--- src/rtl/ad_scan_scheduler.sv ---
// AD7266 scan sequencer: paced conversion starts over an enabled-channel mask,
// read-done wait with timeout, and a small result FIFO on a valid/ready stream.
module ad_scan_scheduler #(
    parameter int DIV_W      = 16,
    parameter int TIMEOUT    = 256,
    parameter int FIFO_DEPTH = 4,
    parameter int MIN_PERIOD = 64
) (
    input  logic             sys_clk,
    input  logic             rst_n,
    input  logic             enable,
    input  logic [DIV_W-1:0] period,
    input  logic [5:0]       ch_mask,
    input  logic             clr_err,
    output logic             conv_start,
    output logic [2:0]       ch_sel,
    input  logic             rd_done,
    input  logic [11:0]      res_a,
    input  logic [11:0]      res_b,
    output logic [26:0]      m_data,
    output logic             m_valid,
    input  logic             m_ready,
    output logic             busy,
    output logic             timeout_err,
    output logic             overflow
);
    localparam int AW = $clog2(FIFO_DEPTH);
    localparam int TW = $clog2(TIMEOUT + 1);

    typedef enum logic [2:0] {IDLE, WAIT_TICK, START, WAIT_DONE, STORE} state_t;

    state_t           state;
    logic [DIV_W-1:0] per_cnt;
    logic [DIV_W-1:0] eff_period;
    logic [DIV_W-1:0] eff_next;
    logic             tick;
    logic             tick_pend;
    logic [TW-1:0]    to_cnt;
    logic [26:0]      cap;

    logic [26:0]      mem [FIFO_DEPTH];
    logic [AW-1:0]    wr_ptr;
    logic [AW-1:0]    rd_ptr;
    logic [AW:0]      count;
    logic [AW:0]      count_next;
    logic             push;
    logic             pop;
    logic             full;
    logic             push_ok;

    function automatic logic [2:0] lowest_ch(input logic [5:0] m);
        lowest_ch = 3'd0;
        for (int i = 5; i >= 0; i--)
            if (m[i]) lowest_ch = 3'(i);
    endfunction

    // Nearest set bit above cur, wrapping; searched farthest-first so the nearest wins.
    function automatic logic [2:0] next_ch(input logic [2:0] cur, input logic [5:0] m);
        logic [3:0] c;
        next_ch = cur;
        for (int i = 5; i >= 1; i--) begin
            c = {1'b0, cur} + 4'(i);
            if (c >= 4'd6) c = c - 4'd6;
            if (m[c[2:0]]) next_ch = c[2:0];
        end
    endfunction

    assign eff_next = (period < DIV_W'(MIN_PERIOD)) ? DIV_W'(MIN_PERIOD) : period;
    assign tick     = (state != IDLE) && (per_cnt == eff_period - DIV_W'(1));

    // NOTE: sequential state uses non-blocking assignments so every register
    // samples pre-edge values regardless of statement order.
    always_ff @(posedge sys_clk or negedge rst_n) begin
        if (!rst_n) begin
            per_cnt    <= '0;
            eff_period <= DIV_W'(MIN_PERIOD);
        end else if (state == IDLE || tick) begin
            per_cnt    <= '0;
            eff_period <= eff_next;
        end else begin
            per_cnt <= per_cnt + DIV_W'(1);
        end
    end

    always_ff @(posedge sys_clk or negedge rst_n) begin
        if (!rst_n) begin
            state       <= IDLE;
            ch_sel      <= '0;
            conv_start  <= 1'b0;
            busy        <= 1'b0;
            tick_pend   <= 1'b0;
            to_cnt      <= '0;
            cap         <= '0;
            timeout_err <= 1'b0;
        end else begin
            conv_start <= 1'b0;
            if (clr_err) timeout_err <= 1'b0;
            if (tick)    tick_pend   <= 1'b1;
            case (state)
                IDLE: begin
                    if (enable && ch_mask != '0) begin
                        state     <= WAIT_TICK;
                        ch_sel    <= lowest_ch(ch_mask);
                        tick_pend <= 1'b1;
                        busy      <= 1'b1;
                    end
                end
                WAIT_TICK: begin
                    if (!enable || ch_mask == '0) begin
                        state     <= IDLE;
                        busy      <= 1'b0;
                        tick_pend <= 1'b0;
                    end else if (tick_pend) begin
                        state      <= START;
                        conv_start <= 1'b1;
                        to_cnt     <= '0;
                    end
                end
                START: begin
                    if (!tick) tick_pend <= 1'b0;
                    to_cnt <= to_cnt + TW'(1);
                    state  <= WAIT_DONE;
                end
                WAIT_DONE: begin
                    if (rd_done) begin
                        cap   <= {ch_sel, res_a, res_b};
                        state <= STORE;
                    end else if (to_cnt == TW'(TIMEOUT - 1)) begin
                        timeout_err <= 1'b1;
                        ch_sel      <= next_ch(ch_sel, ch_mask);
                        state       <= WAIT_TICK;
                    end else begin
                        to_cnt <= to_cnt + TW'(1);
                    end
                end
                STORE: begin
                    ch_sel <= next_ch(ch_sel, ch_mask);
                    state  <= WAIT_TICK;
                end
                default: begin
                    state <= IDLE;
                    busy  <= 1'b0;
                end
            endcase
        end
    end

    assign push    = (state == STORE);
    assign pop     = m_valid && m_ready;
    assign full    = (count == (AW+1)'(FIFO_DEPTH));
    assign push_ok = push && (!full || pop);

    // NOTE: every always_comb output is assigned a default first so no latch is inferred.
    always_comb begin
        count_next = count;
        if (push_ok && !pop) count_next = count + (AW+1)'(1);
        if (!push_ok && pop) count_next = count - (AW+1)'(1);
    end

    // NOTE: the storage array is deliberately not reset; m_valid gates m_data instead.
    always_ff @(posedge sys_clk) begin
        if (push_ok) mem[wr_ptr] <= cap;
    end

    always_ff @(posedge sys_clk or negedge rst_n) begin
        if (!rst_n) begin
            wr_ptr   <= '0;
            rd_ptr   <= '0;
            count    <= '0;
            m_valid  <= 1'b0;
            overflow <= 1'b0;
        end else begin
            if (clr_err)                overflow <= 1'b0;
            if (push && full && !pop)   overflow <= 1'b1;
            if (push_ok) wr_ptr <= wr_ptr + AW'(1);
            if (pop)     rd_ptr <= rd_ptr + AW'(1);
            count   <= count_next;
            m_valid <= (count_next != '0);
        end
    end

    assign m_data = m_valid ? mem[rd_ptr] : '0;

endmodule

--- config.mk ---
export PLATFORM = sky130hd
export DESIGN_NAME = ad_scan_scheduler
export DESIGN_NICKNAME = d
export VERILOG_FILES = /design/src/rtl/ad_scan_scheduler.sv
export SDC_FILE = /design/constraint.sdc
export NUM_CORES = 1
export LEC_CHECK = 0
export BUFFER_PORTS_ARGS = -buffer_cell sky130_fd_sc_hd__clkbuf_2
export CAP_MARGIN = 20
export CORE_MARGIN = 8
export CORE_UTILIZATION = 45
export DETAILED_ROUTE_END_ITERATION = 10
export HOLD_SLACK_MARGIN = 0.08
export PLACE_DENSITY = 0.66
export SLEW_MARGIN = 15
export SYNTH_ARGS = -nofsm -noshare
export SYNTH_HDL_FRONTEND = slang
export SYNTH_SLANG_ARGS = --single-unit
--- constraint.sdc ---
create_clock -name sys_clk -period 3.08 [get_ports sys_clk]
set_clock_uncertainty 0.1 [all_clocks]
set_input_delay 0.308 -clock sys_clk [delete_from_list [all_inputs] [get_ports sys_clk]]
set_output_delay 0.308 -clock sys_clk [all_outputs]
set_load 0.005 [all_outputs]
==> impl_metrics.prom, run 1 <==
# TYPE chip_impl_metric gauge
chip_impl_metric{name="finalWorstPathRequiredPeriod",unit="ns"} 2.899
chip_impl_metric{name="place_ws",unit="ns"} 0.1558
chip_impl_metric{name="maximum_count_of_clock_buffers_along_a_single_path",unit=""} 2
chip_impl_metric{name="cts_buffers",unit=""} 17
chip_impl_metric{name="worst_ep_required_time",unit="ns"} 3.33
chip_impl_metric{name="global_route.overflow_total",unit=""} 0
chip_impl_info{name="classification_of_the_worst_setup_path",value="flip-flop to flip-flop"} 1
chip_impl_metric{name="detailedRoute.firstIterationViolations",unit=""} 379
chip_impl_metric{name="slew_at_the_pin_closest_to_its_max_slew_limit",unit="ns"} 0.6486
chip_impl_info{name="r2r_end",value="eff_period[4]"} 1
chip_impl_metric{name="power.share.sequential",unit="%"} 40.0
chip_impl_metric{name="cap_viol_max_count",unit=""} 0
chip_impl_metric{name="coreArea",unit="um^2"} 20230
chip_impl_info{name="dominantRegCellSynth",value="edfxtp_1"} 1
chip_impl_metric{name="number_of_nets_with_antenna_violations_after_detailed_routing",unit=""} 0
chip_impl_info{name="crit_path_start_kind",value="flip-flop"} 1
chip_impl_metric{name="die_height",unit="um"} 159.6
chip_impl_metric{name="dpl.hpwl",unit="um"} 13150
chip_impl_metric{name="final_nets",unit=""} 928
chip_impl_metric{name="drcViolationCount",unit=""} 0
chip_impl_metric{name="cts_num_sinks",unit=""} 195
chip_impl_metric{name="maximum_number_of_pins_on_one_net_before_global_route_repair",unit=""} 48
chip_impl_metric{name="layout.area.seq",unit="um^2"} 5423
chip_impl_metric{name="ports",unit=""} 87
chip_impl_metric{name="grt_pass1_wl",unit="um"} 32060
chip_impl_metric{name="asyncSetResetFlopFracSynth",unit="%"} 44.62
chip_impl_info{name="path_cells",value="inv_1, ha_1, nor3b_2, buf_4, and4b_1, and4b_1, o21ai_2, nor4_2, or2_1, buf_12, buf_4, mux2i_1"} 1
chip_impl_metric{name="syn-instance-count",unit=""} 703
chip_impl_metric{name="worst_ir_drop_vdd",unit="uV"} 472.5
chip_impl_metric{name="worstPathArrival",unit="ns"} 3.15
chip_impl_metric{name="synth_seq_area_share",unit="%"} 58.46
chip_impl_metric{name="via_per_inst",unit=""} 5.264
chip_impl_metric{name="design.die.area",unit="um^2"} 25460
chip_impl_info{name="cts_tree",value="done"} 1
chip_impl_metric{name="detailedRoute.firstPassIterationCount",unit=""} 5
chip_impl_info{name="synthDominantAreaCellType",value="edfxtp_1"} 1
chip_impl_metric{name="worst-r2r-cell-count",unit=""} 12
chip_impl_metric{name="io_buffer_count",unit=""} 86
chip_impl_metric{name="power-per-cell-area",unit="nW/um^2"} 894.8
chip_impl_metric{name="htree_levels",unit=""} 4
chip_impl_metric{name="slew_viol_final",unit=""} 0
chip_impl_metric{name="max_freq",unit="MHz"} 344.9
chip_impl_metric{name="clock_insertion_delay_worst_skew",unit="ns"} 0.43
chip_impl_metric{name="synth_top_area_share",unit="%"} 34.97
chip_impl_metric{name="yosys_warnings",unit=""} 0
chip_impl_metric{name="dr_total_vias",unit=""} 6001
chip_impl_metric{name="multiInputGateArea",unit="um^2"} 3636
chip_impl_metric{name="net_count_synth",unit=""} 775
chip_impl_metric{name="crit_buf_inv",unit=""} 4
chip_impl_metric{name="cellLeakagePower",unit="nW"} 4.528
chip_impl_metric{name="synth_area",unit="um^2"} 9274
chip_impl_metric{name="drive_above_1_share",unit="%"} 26.58
chip_impl_metric{name="fillCellCount",unit=""} 1648
chip_impl_metric{name="clk_pin_slew_worst_paths",unit="ns"} 0.07
chip_impl_metric{name="power.switching",unit="mW"} 3.555
chip_impl_metric{name="ys_seq_elements",unit=""} 195
chip_impl_metric{name="grt_antenna_before_repair",unit=""} 1
chip_impl_metric{name="floorplan.initialDensity",unit="%"} 45.83
chip_impl_metric{name="worst-r2r-setup-slack",unit="ns"} 0.18
chip_impl_metric{name="placement_rows",unit=""} 52
chip_impl_metric{name="worst-path-max-fanout",unit=""} 12
chip_impl_metric{name="synth.lib_cells_used.distinct",unit=""} 61
chip_impl_metric{name="final_core_util",unit="%"} 55.60
chip_impl_metric{name="final_min_period_over_clock_period",unit="%"} 94.12
chip_impl_info{name="crit-reg2reg-launch",value="eff_period[0]"} 1
chip_impl_metric{name="worst_hold_slack",unit="ns"} 0.1487
chip_impl_metric{name="worst_path_largest_cell_delay",unit="ns"} 0.44
chip_impl_metric{name="synthesis.area_per_instance",unit="um^2"} 13.19
chip_impl_metric{name="netSwitchingFraction",unit="%"} 35.32
chip_impl_info{name="clk_root_buffer_cell",value="clkbuf_16"} 1
chip_impl_info{name="synthTopCellsByArea",value="edfxtp_1 (35%), dfrtp_1 (23%), mux4_2 (6.8%)"} 1
chip_impl_metric{name="maxSlewHeadroom",unit="%"} 56.76
chip_impl_metric{name="detail_route.wirelength",unit="um"} 19640
chip_impl_info{name="critPathCaptureType",value="flip-flop"} 1
chip_impl_metric{name="layout.cells.non_filler",unit=""} 1140
chip_impl_metric{name="final_worst_path_setup_slack",unit="ns"} 0.1810
chip_impl_info{name="critical_path.top_delay_family",value="simple AND/OR/NAND/NOR gates"} 1
chip_impl_metric{name="timing.final.setup_violations",unit=""} 0
chip_impl_metric{name="gp_congestion",unit=""} 0.8927
chip_impl_metric{name="number_of_synthesized_flops_with_an_enable_pin",unit=""} 108
chip_impl_info{name="hold_start",value="m_ready"} 1
chip_impl_info{name="cp_slowest_cell",value="dfrtp_1"} 1
chip_impl_metric{name="drt-wirelength-per-cell",unit="um"} 17.23
chip_impl_info{name="crit_path_end",value="eff_period[4]"} 1
chip_impl_metric{name="dp.cells",unit=""} 1064
chip_impl_metric{name="power.share.clock",unit="%"} 21.2
chip_impl_metric{name="area_growth",unit="%"} 21.32
chip_impl_metric{name="die_x",unit="um"} 159.6
chip_impl_metric{name="first_global_vias",unit=""} 6271
chip_impl_info{name="outcome",value="finished, final reports clean"} 1
chip_impl_info{name="worstHoldPathType",value="primary input to flip-flop"} 1
chip_impl_metric{name="grt_usage",unit="%"} 15.65
chip_impl_metric{name="internal_power",unit="mW"} 6.511
chip_impl_metric{name="comb_power_share",unit="%"} 38.8
chip_impl_metric{name="hold_viol_final",unit=""} 0
chip_impl_metric{name="cts.repair_timing.setup_buffer_count",unit=""} 0
chip_impl_info{name="cp-startpoint",value="eff_period[0]"} 1
chip_impl_metric{name="path_depth",unit=""} 12
[state kept, by name, indices dropped and copies added (netlist names), 2 cells and up]
| register | cells |
|---|---|
| cap | 27 |
| ch_sel | 3 |
| count | 3 |
| eff_period | 16 |
| mem | 108 |
| per_cnt | 16 |
| rd_ptr | 2 |
| state | 3 |
| to_cnt | 9 |
| wr_ptr | 2 |
[cells in the mapped netlist, types with 3 or more instances]
cell,n
nand3b_1,3
inv_1,25
mux2_2,33
nand4_1,6
edfxtp_1,108
a21oi_1,20
and4b_1,3
o21ai_0,27
nor3_1,14
buf_1,4
nand3_1,21
nand2_1,46
nor3b_1,3
a31oi_1,9
xnor2_1,26
mux2i_1,15
nand2b_1,6
or3_1,5
nor2b_1,8
mux4_2,28
and2_1,33
clkbuf_1,18
and3_1,8
xor2_1,21
o21a_1,3
nor2_1,48
mux2_4,6
dfrtp_1,86
ha_1,20
a31o_2,3
nor4_1,6
a211oi_1,4
[power groups by stage]
stage	Sequential (mW)	Combinational (mW)	Clock (mW)
final	4.03	3.90	2.13
after global routing	4.13	4.28	2.29
after CTS	4.03	3.93	2.18
after detailed placement	4.09	3.86	0
after global placement	4.02	3.77	0
after floorplan	3.86	2.85	0
[through the flow]
| stage | TNS [ns] | instance area (um^2) | power, mW |
|---|---|---|---|
| 2_1_floorplan | 0 | 9276 | 6.711 |
| 4_1_cts | 0 | 11240 | 10.14 |
| 5_1_grt | -0.03912 | 11250 | 10.70 |
| 3_3_place_gp | 0 | 10240 | 7.787 |
| 3_5_place_dp | 0 | 10240 | 7.949 |
| 6_report | 0 | 11250 | 10.07 |
[what timing repair did]
action | 4_1_cts | 5_1_grt
gates resized for setup | 0 | 3
endpoints found under the setup margin | 0 | 18
hold buffers | 43 | 0
endpoints found under the hold margin | 88 | 0
[per-layer routing]
metal / wire length [um] / GRT usage (%) / vias up / share of wire [%]
met5: 0 / 0 / - / 0
met4: 137 / 4.374 / 0 / 0.70
met1: 8851 / 19.51 / 2981 / 45
met3: 839 / 3.594 / 11 / 4.3
met2: 9812 / 26.79 / 123 / 50
li1: - / - / 2886 / -
[tightest hold or removal path: stages]
cell	delay (ns)
clkbuf_2	0.15
nand3_1	0.12
xnor2_1	0.06
[final cells by class]
cell class	instances	share of cell area [%]
clock inverters	13	1.190
flip-flops and latches	195	48.20
repair buffers	161	10.59
clock buffers	19	3.848
inverters	25	0.8341
multi-input cells	456	32.32
diodes	1	0.02224
well taps	270	3.003
[cells by family after synthesis]
group / count (synthesis) / share of synthesized area, %
xor gates and xnor gates: 47 / 4.439
muxes: 82 / 13.40
buffers and inverters: 52 / 2.496
adders and majority gates: 20 / 2.698
and+or+nand+nor: 221 / 12.71
DFF: 195 / 58.46
AOI/OAI and AO/OA: 86 / 5.801
[cells in the final DEF, fill, tap and decap left out, types with 3 or more instances in the layout]
master,n
edfxtp_1,108
dfrtp_1,85
clkbuf_2,85
nor2_1,48
nand2_1,46
dlygate4sd3_1,43
mux2_2,33
and2_1,33
mux4_2,28
xnor2_1,26
o21ai_0,26
buf_4,26
inv_1,25
xor2_1,21
nand3_1,20
a21oi_1,20
ha_1,20
clkbuf_16,17
mux2i_1,15
nor3_1,13
a31oi_1,9
and3_1,8
nor2b_1,8
inv_8,7
buf_12,7
nor4_1,6
nand2b_1,6
nand4_1,6
mux2_4,6
or3_1,5
a211oi_1,4
and4b_1,3
nand3b_1,3
a31o_2,3
o21a_1,3
[worst min-delay path by stage]
stage | to | slack, ns | depth (start not counted)
global placement | eff_period[3] | 0.27 | 1
global route | rd_ptr[1] | 0.14 | 3
finish | rd_ptr[1] | 0.15 | 3
CTS | rd_ptr[1] | 0.13 | 3
floorplan | busy | -0.09 | 0
detailed placement | eff_period[2] | 0.28 | 1
Power figures use the tool's default switching activity.
==> run 2: changes to the inputs <==
Settings changed: CAP_MARGIN 20 to 40, CELL_PAD_IN_SITES_DETAIL_PLACEMENT set to 1, CELL_PAD_IN_SITES_GLOBAL_PLACEMENT set to 1, CORE_UTILIZATION 45 to 44, PLACE_DENSITY 0.66 to unset, PLACE_DENSITY_LB_ADDON set to 0.1, RECOVER_POWER set to 100.
==> run 2 against run 1 <==
Against the previous run: the run now ends with max-capacitance violations, max-slew violations left; via count is 2.1% higher; fmax fell by 0.53%; sequential cell count unchanged; power grew 1.1%; critical path type unchanged; largest power group unchanged; highest routed layer is now met5.
==> impl_metrics.prom, run 2 (synthesis gave the netlist of run 1 again) <==
# TYPE chip_impl_metric gauge
chip_impl_metric{name="internal_power",unit="mW"} 6.518
chip_impl_metric{name="maximum_number_of_pins_on_one_net_before_global_route_repair",unit=""} 63
chip_impl_info{name="worstHoldPathType",value="primary input to flip-flop"} 1
chip_impl_metric{name="power.share.sequential",unit="%"} 39.8
chip_impl_metric{name="dr_total_vias",unit=""} 6127
chip_impl_metric{name="timing.final.setup_violations",unit=""} 0
chip_impl_info{name="top_register",value="mem"} 1
chip_impl_metric{name="place_ws",unit="ns"} 0.02354
chip_impl_metric{name="power.share.clock",unit="%"} 22.2
chip_impl_metric{name="worst_ep_required_time",unit="ns"} 3.30
chip_impl_metric{name="floorplan.initialDensity",unit="%"} 44.40
chip_impl_metric{name="number_of_nets_with_antenna_violations_after_detailed_routing",unit=""} 0
chip_impl_metric{name="power.switching",unit="mW"} 3.658
chip_impl_info{name="violations_in_the_final_reports",value="max-capacitance violations, max-slew violations"} 1
chip_impl_metric{name="worstPathArrival",unit="ns"} 3.13
chip_impl_metric{name="cap_viol_max_count",unit=""} 1
chip_impl_metric{name="area_growth",unit="%"} 20.56
chip_impl_info{name="cp_slowest_cell",value="or4_1"} 1
chip_impl_metric{name="cts_buffers",unit=""} 17
chip_impl_metric{name="worst-r2r-setup-slack",unit="ns"} 0.17
chip_impl_metric{name="final_worst_path_setup_slack",unit="ns"} 0.1655
chip_impl_metric{name="slew_at_the_pin_closest_to_its_max_slew_limit",unit="ns"} 1.787
chip_impl_metric{name="first_global_vias",unit=""} 6720
chip_impl_metric{name="worst-path-max-fanout",unit=""} 18
chip_impl_metric{name="dpl.hpwl",unit="um"} 14960
chip_impl_metric{name="io_buffer_count",unit=""} 86
chip_impl_metric{name="gp_congestion",unit=""} 0.8014
chip_impl_metric{name="total_power",unit="mW"} 10.18
chip_impl_info{name="cts_tree",value="done"} 1
chip_impl_metric{name="cellLeakagePower",unit="nW"} 4.435
chip_impl_info{name="clk_root_buffer_cell",value="clkbuf_16"} 1
chip_impl_metric{name="coreArea",unit="um^2"} 20890
chip_impl_info{name="critical_path.top_delay_family",value="simple AND/OR/NAND/NOR gates"} 1
chip_impl_metric{name="hold_viol_final",unit=""} 0
chip_impl_metric{name="worst_path_largest_cell_delay",unit="ns"} 0.55
chip_impl_info{name="r2r_end",value="eff_period[7]"} 1
chip_impl_metric{name="die_height",unit="um"} 161.2
chip_impl_metric{name="final_nets",unit=""} 927
chip_impl_metric{name="global_route.overflow_total",unit=""} 0
chip_impl_metric{name="worst_hold_slack",unit="ns"} 0.1416
chip_impl_info{name="crit_path_start_kind",value="flip-flop"} 1
chip_impl_metric{name="ports",unit=""} 87
chip_impl_metric{name="netSwitchingFraction",unit="%"} 35.95
chip_impl_metric{name="placement_rows",unit=""} 53
chip_impl_metric{name="drcViolationCount",unit=""} 0
chip_impl_metric{name="max_freq",unit="MHz"} 343.1
chip_impl_metric{name="clk_pin_slew_worst_paths",unit="ns"} 0.08
chip_impl_info{name="outcome",value="finished, violations left"} 1
chip_impl_metric{name="worst-r2r-cell-count",unit=""} 9
chip_impl_metric{name="flip_flop_count_of_the_largest_register_all_copies_and_words_added",unit=""} 108
chip_impl_metric{name="power-per-cell-area",unit="nW/um^2"} 910.1
chip_impl_info{name="crit-reg2reg-launch",value="eff_period[4]"} 1
chip_impl_metric{name="accumulated_negative_setup_slack",unit="ns"} 0
chip_impl_info{name="path_cells",value="nor4_4, nand4_2, or4_1, o211ai_2, o21ai_2, nor4_2, or2_1, buf_12, mux2_2"} 1
chip_impl_metric{name="htree_levels",unit=""} 4
chip_impl_metric{name="comb_power_share",unit="%"} 38.0
chip_impl_metric{name="worst_ir_drop_vdd",unit="uV"} 463.2
chip_impl_info{name="critPathCaptureType",value="flip-flop"} 1
chip_impl_metric{name="detailedRoute.firstPassIterationCount",unit=""} 4
chip_impl_metric{name="grt_usage",unit="%"} 17.42
chip_impl_metric{name="hold_path_depth",unit=""} 3
chip_impl_metric{name="drive_above_1_share",unit="%"} 24.65
chip_impl_metric{name="maximum_count_of_clock_buffers_along_a_single_path",unit=""} 2
chip_impl_metric{name="final_min_period_over_clock_period",unit="%"} 94.63
chip_impl_info{name="largestRegisters",value="mem x108, cap x27"} 1
chip_impl_metric{name="crit_buf_inv",unit=""} 1
chip_impl_metric{name="finalWorstPathRequiredPeriod",unit="ns"} 2.914
chip_impl_metric{name="cts.repair_timing.setup_buffer_count",unit=""} 0
chip_impl_info{name="rsz0062_at_grt",value="no"} 1
chip_impl_metric{name="detail_route.wirelength",unit="um"} 21690
chip_impl_metric{name="diodes",unit=""} 0
chip_impl_metric{name="die_x",unit="um"} 161.2
chip_impl_metric{name="final_core_util",unit="%"} 53.53
chip_impl_info{name="holdPathEnd",value="rd_ptr[1]"} 1
chip_impl_metric{name="grt_antenna_before_repair",unit=""} 1
chip_impl_info{name="layout.cells.most_common_list",value="edfxtp_1 (108), dfrtp_1 (84), clkbuf_2 (81)"} 1
chip_impl_info{name="layout_commonest_cell",value="edfxtp_1"} 1
chip_impl_info{name="hold_start",value="m_ready"} 1
chip_impl_metric{name="slew_viol_final",unit=""} 26
chip_impl_info{name="classification_of_the_worst_setup_path",value="flip-flop to flip-flop"} 1
chip_impl_metric{name="maxSlewHeadroom",unit="%"} -19.16
chip_impl_metric{name="clock_insertion_delay_worst_skew",unit="ns"} 0.43
chip_impl_metric{name="grt_pass1_wl",unit="um"} 36060
chip_impl_metric{name="via_per_inst",unit=""} 5.360
chip_impl_metric{name="fillCellCount",unit=""} 2117
chip_impl_metric{name="cts_num_sinks",unit=""} 195
chip_impl_metric{name="drt-wirelength-per-cell",unit="um"} 18.98
chip_impl_metric{name="detailedRoute.firstIterationViolations",unit=""} 286
chip_impl_metric{name="design.die.area",unit="um^2"} 25980
## run 2: cell count changes in the layout (fill, tap and decap cells not counted), moves of 2 or more
cell	change
and2_0	+18
and2_1	-18
clkbuf_1	+15
buf_4	-9
mux2_1	+6
mux2_4	-6
buf_12	-4
clkbuf_2	-4
clkinv_8	+2
## run 2: what timing repair did
| action | in CTS | in global routing |
|---|---|---|
| gates resized for setup | 0 | 9 |
| hold buffers | 42 | 0 |
| hold endpoints to repair | 67 | 0 |
| setup endpoints to repair | 0 | 22 |
## run 2: how the worst max path moves through the flow
stage	startpoint	to	slack [ns]	cells after the start
finish	eff_period[4]	eff_period[7]	0.17	9
global route	rd_ptr[0]	m_data[6]	0.001	4
CTS	eff_period[8]	eff_period[8]	0.007	9
detailed placement	eff_period[8]	eff_period[8]	0.02	9
global placement	eff_period[8]	eff_period[8]	0.14	9
floorplan	ch_sel[0]	ch_sel[0]	0.006	13
## run 2: final cells by class
| class | count | area, um^2 | area share, % |
|---|---|---|---|
| clock buffer | 17 | 425.4 | 3.805 |
| clock inverter | 15 | 183.9 | 1.645 |
| inverter | 25 | 93.84 | 0.8393 |
| multi-input combinational | 456 | 3632 | 32.49 |
| sequential | 195 | 5424 | 48.51 |
| tap | 275 | 344.1 | 3.077 |
| timing repair buffer | 160 | 1077 | 9.635 |
## run 2: stage by stage
stage	std cells	cell area, um^2
floorplan	703	9276
global placement	1069	10210
detailed placement	1069	10210
CTS	1143	11240
global route	1143	11180
finish	1143	11180
## run 2: per-layer routing
layer / track usage, % / vias to the layer above / routed length, um
met5: 0 / - / 9
met4: 4.251 / 2 / 229
met3: 4.123 / 20 / 777
met2: 29.74 / 83 / 10780
met1: 21.99 / 3137 / 9897
li1: - / 2885 / -
## run 2: tightest hold or removal path, stage by stage
cell and delay [ns]:
clkbuf_2 0.14, nand3_1 0.11, xnor2_1 0.07
## run 2: power groups by stage
stage,clock (mW),combinational [mW],sequential [mW]
floorplan,0,2.85,3.86
global placement,0,3.81,4.04
detailed placement,0,3.92,4.11
finish,2.26,3.87,4.05
global route,2.42,4.29,4.16
CTS,2.32,3.98,4.06
==> run 3: changes to the inputs <==
Settings changed: ABC_AREA set to 0, CORE_ASPECT_RATIO set to 1.1, CTS_BUF_LIST set to sky130_fd_sc_hd__clkbuf_4 sky130_fd_sc_hd__clkbuf_8 sky130_fd_sc_hd__clkbuf_16.
==> run 3 against run 2 <==
Against the previous run: register-to-register slack got worse by 0.05 ns; highest routed layer is now met4; critical endpoint unchanged; die area about the same; the run still ends with max-capacitance violations, max-slew violations left; setup slack got worse by 0.053 ns; hold slack worse by 0.012 ns.
==> impl_metrics.prom, run 3 (synthesis gave the netlist of run 1 again) <==
# TYPE chip_impl_metric gauge
chip_impl_info{name="outcome",value="finished, violations left"} 1
chip_impl_info{name="classification_of_the_worst_setup_path",value="flip-flop to flip-flop"} 1
chip_impl_metric{name="dpl.hpwl",unit="um"} 14700
chip_impl_metric{name="fin_area",unit="um^2"} 11150
chip_impl_metric{name="dr_total_vias",unit=""} 6115
chip_impl_info{name="path_cells",value="nor4_4, nand4_2, or4_1, o211ai_2, o21ai_2, nor4_2, or2_1, buf_12, mux2_2"} 1
chip_impl_info{name="cts_tree",value="done"} 1
chip_impl_metric{name="die_height",unit="um"} 168.3
chip_impl_metric{name="timing.final.setup_violations",unit=""} 0
chip_impl_metric{name="via_per_inst",unit=""} 5.416
chip_impl_metric{name="accumulated_negative_setup_slack",unit="ns"} 0
chip_impl_info{name="critPathCaptureType",value="flip-flop"} 1
chip_impl_metric{name="detailedRoute.firstPassIterationCount",unit=""} 4
chip_impl_info{name="cp-startpoint",value="eff_period[3]"} 1
chip_impl_metric{name="cts_num_sinks",unit=""} 195
chip_impl_metric{name="grt_pass1_wl",unit="um"} 35680
chip_impl_metric{name="placement_rows",unit=""} 55
chip_impl_metric{name="clock_insertion_delay_worst_skew",unit="ns"} 0.43
chip_impl_metric{name="clk_pin_slew_worst_paths",unit="ns"} 0.07
chip_impl_metric{name="hold_viol_final",unit=""} 0
chip_impl_metric{name="internal_power",unit="mW"} 6.498
chip_impl_info{name="violations_in_the_final_reports",value="max-capacitance violations, max-slew violations"} 1
chip_impl_metric{name="ports",unit=""} 87
chip_impl_metric{name="coreArea",unit="um^2"} 20640
chip_impl_metric{name="drive_above_1_share",unit="%"} 25.43
chip_impl_info{name="cp_slowest_cell",value="or4_1"} 1
chip_impl_metric{name="placedInstanceArea",unit="um^2"} 10190
chip_impl_metric{name="worst_hold_slack",unit="ns"} 0.1298
chip_impl_metric{name="maxSlewHeadroom",unit="%"} -4.466
chip_impl_metric{name="drcViolationCount",unit=""} 0
chip_impl_info{name="layout_commonest_cell",value="edfxtp_1"} 1
chip_impl_metric{name="final_nets",unit=""} 932
chip_impl_metric{name="max_freq",unit="MHz"} 337.0
chip_impl_metric{name="maximum_count_of_clock_buffers_along_a_single_path",unit=""} 2
chip_impl_metric{name="worst_ep_required_time",unit="ns"} 3.30
chip_impl_info{name="hold_start",value="m_ready"} 1
chip_impl_info{name="layout.cells.most_common_list",value="edfxtp_1 (108), dfrtp_1 (83), clkbuf_2 (80)"} 1
chip_impl_info{name="clk_root_buffer_cell",value="clkbuf_16"} 1
chip_impl_metric{name="diodes",unit=""} 0
chip_impl_metric{name="cts_buffers",unit=""} 17
chip_impl_metric{name="detailedRoute.firstIterationViolations",unit=""} 152
chip_impl_metric{name="worst_ir_drop_vdd",unit="uV"} 433.7
chip_impl_metric{name="crit_buf_inv",unit=""} 1
chip_impl_metric{name="met2_length",unit="um"} 11340
chip_impl_metric{name="floorplan.initialDensity",unit="%"} 44.92
chip_impl_metric{name="netSwitchingFraction",unit="%"} 36.10
chip_impl_metric{name="final_core_util",unit="%"} 54.02
chip_impl_metric{name="number_of_nets_with_antenna_violations_after_detailed_routing",unit=""} 0
chip_impl_metric{name="global_route.overflow_total",unit=""} 0
chip_impl_metric{name="comb_power_share",unit="%"} 39.4
chip_impl_metric{name="cellLeakagePower",unit="nW"} 4.453
chip_impl_metric{name="drt-met1-wl",unit="um"} 9283
chip_impl_info{name="crit-reg2reg-launch",value="eff_period[3]"} 1
chip_impl_metric{name="power.share.clock",unit="%"} 20.9
chip_impl_metric{name="io_buffer_count",unit=""} 86
chip_impl_metric{name="power.share.sequential",unit="%"} 39.8
chip_impl_metric{name="dr_wl_met3",unit="um"} 736
chip_impl_info{name="critical_path.top_delay_family",value="simple AND/OR/NAND/NOR gates"} 1
chip_impl_metric{name="grt_antenna_before_repair",unit=""} 0
chip_impl_metric{name="power.switching",unit="mW"} 3.671
chip_impl_metric{name="flip_flop_count_of_the_largest_register_all_copies_and_words_added",unit=""} 108
chip_impl_metric{name="first_global_vias",unit=""} 6777
chip_impl_metric{name="total_power",unit="mW"} 10.17
chip_impl_metric{name="worst-path-max-fanout",unit=""} 10
chip_impl_metric{name="design.die.area",unit="um^2"} 25980
chip_impl_metric{name="worstPathArrival",unit="ns"} 3.19
chip_impl_metric{name="area_growth",unit="%"} 20.26
chip_impl_info{name="routed.top_layer",value="met4"} 1
chip_impl_info{name="crit_path_start_kind",value="flip-flop"} 1
chip_impl_metric{name="slew_at_the_pin_closest_to_its_max_slew_limit",unit="ns"} 1.567
chip_impl_metric{name="htree_levels",unit=""} 4
chip_impl_metric{name="worst_path_largest_cell_delay",unit="ns"} 0.56
chip_impl_info{name="worstHoldPathType",value="primary input to flip-flop"} 1
chip_impl_metric{name="detail_route.wirelength",unit="um"} 21680
chip_impl_info{name="top_register",value="mem"} 1
chip_impl_metric{name="finalWorstPathRequiredPeriod",unit="ns"} 2.967
chip_impl_metric{name="slew_viol_final",unit=""} 33
chip_impl_metric{name="power-per-cell-area",unit="nW/um^2"} 911.8
chip_impl_metric{name="final_min_period_over_clock_period",unit="%"} 96.34
chip_impl_metric{name="maximum_number_of_pins_on_one_net_before_global_route_repair",unit=""} 88
chip_impl_metric{name="gp_congestion",unit=""} 0.8597
chip_impl_metric{name="die_x",unit="um"} 154.4
chip_impl_info{name="largestRegisters",value="mem x108, cap x27"} 1
chip_impl_metric{name="drt-wirelength-per-cell",unit="um"} 19.21
chip_impl_metric{name="grt_usage",unit="%"} 17.34
chip_impl_metric{name="cap_viol_max_count",unit=""} 1
==> run 3: cell count changes in the layout (fill, tap and decap cells not counted), sizes merged <==
cell,before,now
clkinv,4,5
buf,20,25
bufinv,1,0
==> run 3: repair_timing <==
action	4_1_cts	5_1_grt
hold endpoints to repair	128	0
buffers inserted	0	4
setup endpoints to repair	0	12
hold buffers	42	0
gates resized for setup	0	5
==> run 3: layer usage <==
| metal | up-vias | global-route usage (%) |
|---|---|---|
| li1 | 2890 | - |
| met1 | 3082 | 20.68 |
| met2 | 112 | 31.04 |
| met3 | 31 | 3.534 |
| met4 | 0 | 5.032 |
| met5 | - | 0 |
==> run 3: final cells by class <==
type                       instances  area, um^2
tap                              256       320.3
sequential                       195        5425
fill                            2117        9492
clock buffer                      17       425.4
multi-input combinational        456        3636
inverter                          25       93.84
timing repair buffer             165        1117
clock inverter                    15       135.1
==> run 3: per-stage QoR <==
step / cells / setup WS (ns)
floorplan: 703 / 0.006289
global route: 1129 / -0.05010
global placement: 1051 / 0.1384
finish: 1129 / 0.1127
CTS: 1125 / 0.03207
detailed placement: 1051 / 0.06347
==> run 3: tightest hold or removal path, stage by stage <==
cell	delay, ns
clkbuf_2	0.13
nand3_1	0.11
xnor2_1	0.07
==> run 3: power by group through the flow <==
stage / registers [mW] / clock network [mW] / logic, mW
floorplan: 3.86 / 0 / 2.85
global placement: 4.03 / 0 / 3.81
global route: 4.15 / 2.27 / 4.42
CTS: 4.05 / 2.17 / 4.01
finish: 4.05 / 2.12 / 4.00
detailed placement: 4.10 / 0 / 3.94
==> run 3: path summary, 6_finish.rpt <==
kind | end | slack (ns) | depth (start not counted)
setup / recovery | eff_period[7] | 0.11 | 9
hold / removal | rd_ptr[1] | 0.13 | 3
setup reg to reg | eff_period[7] | 0.11 | 9
hold reg to reg | busy | 0.40 | 2
max in group asynchronous | eff_period[3] | 1.22 | 3
min in group asynchronous | cap[3] | 0.73 | 3
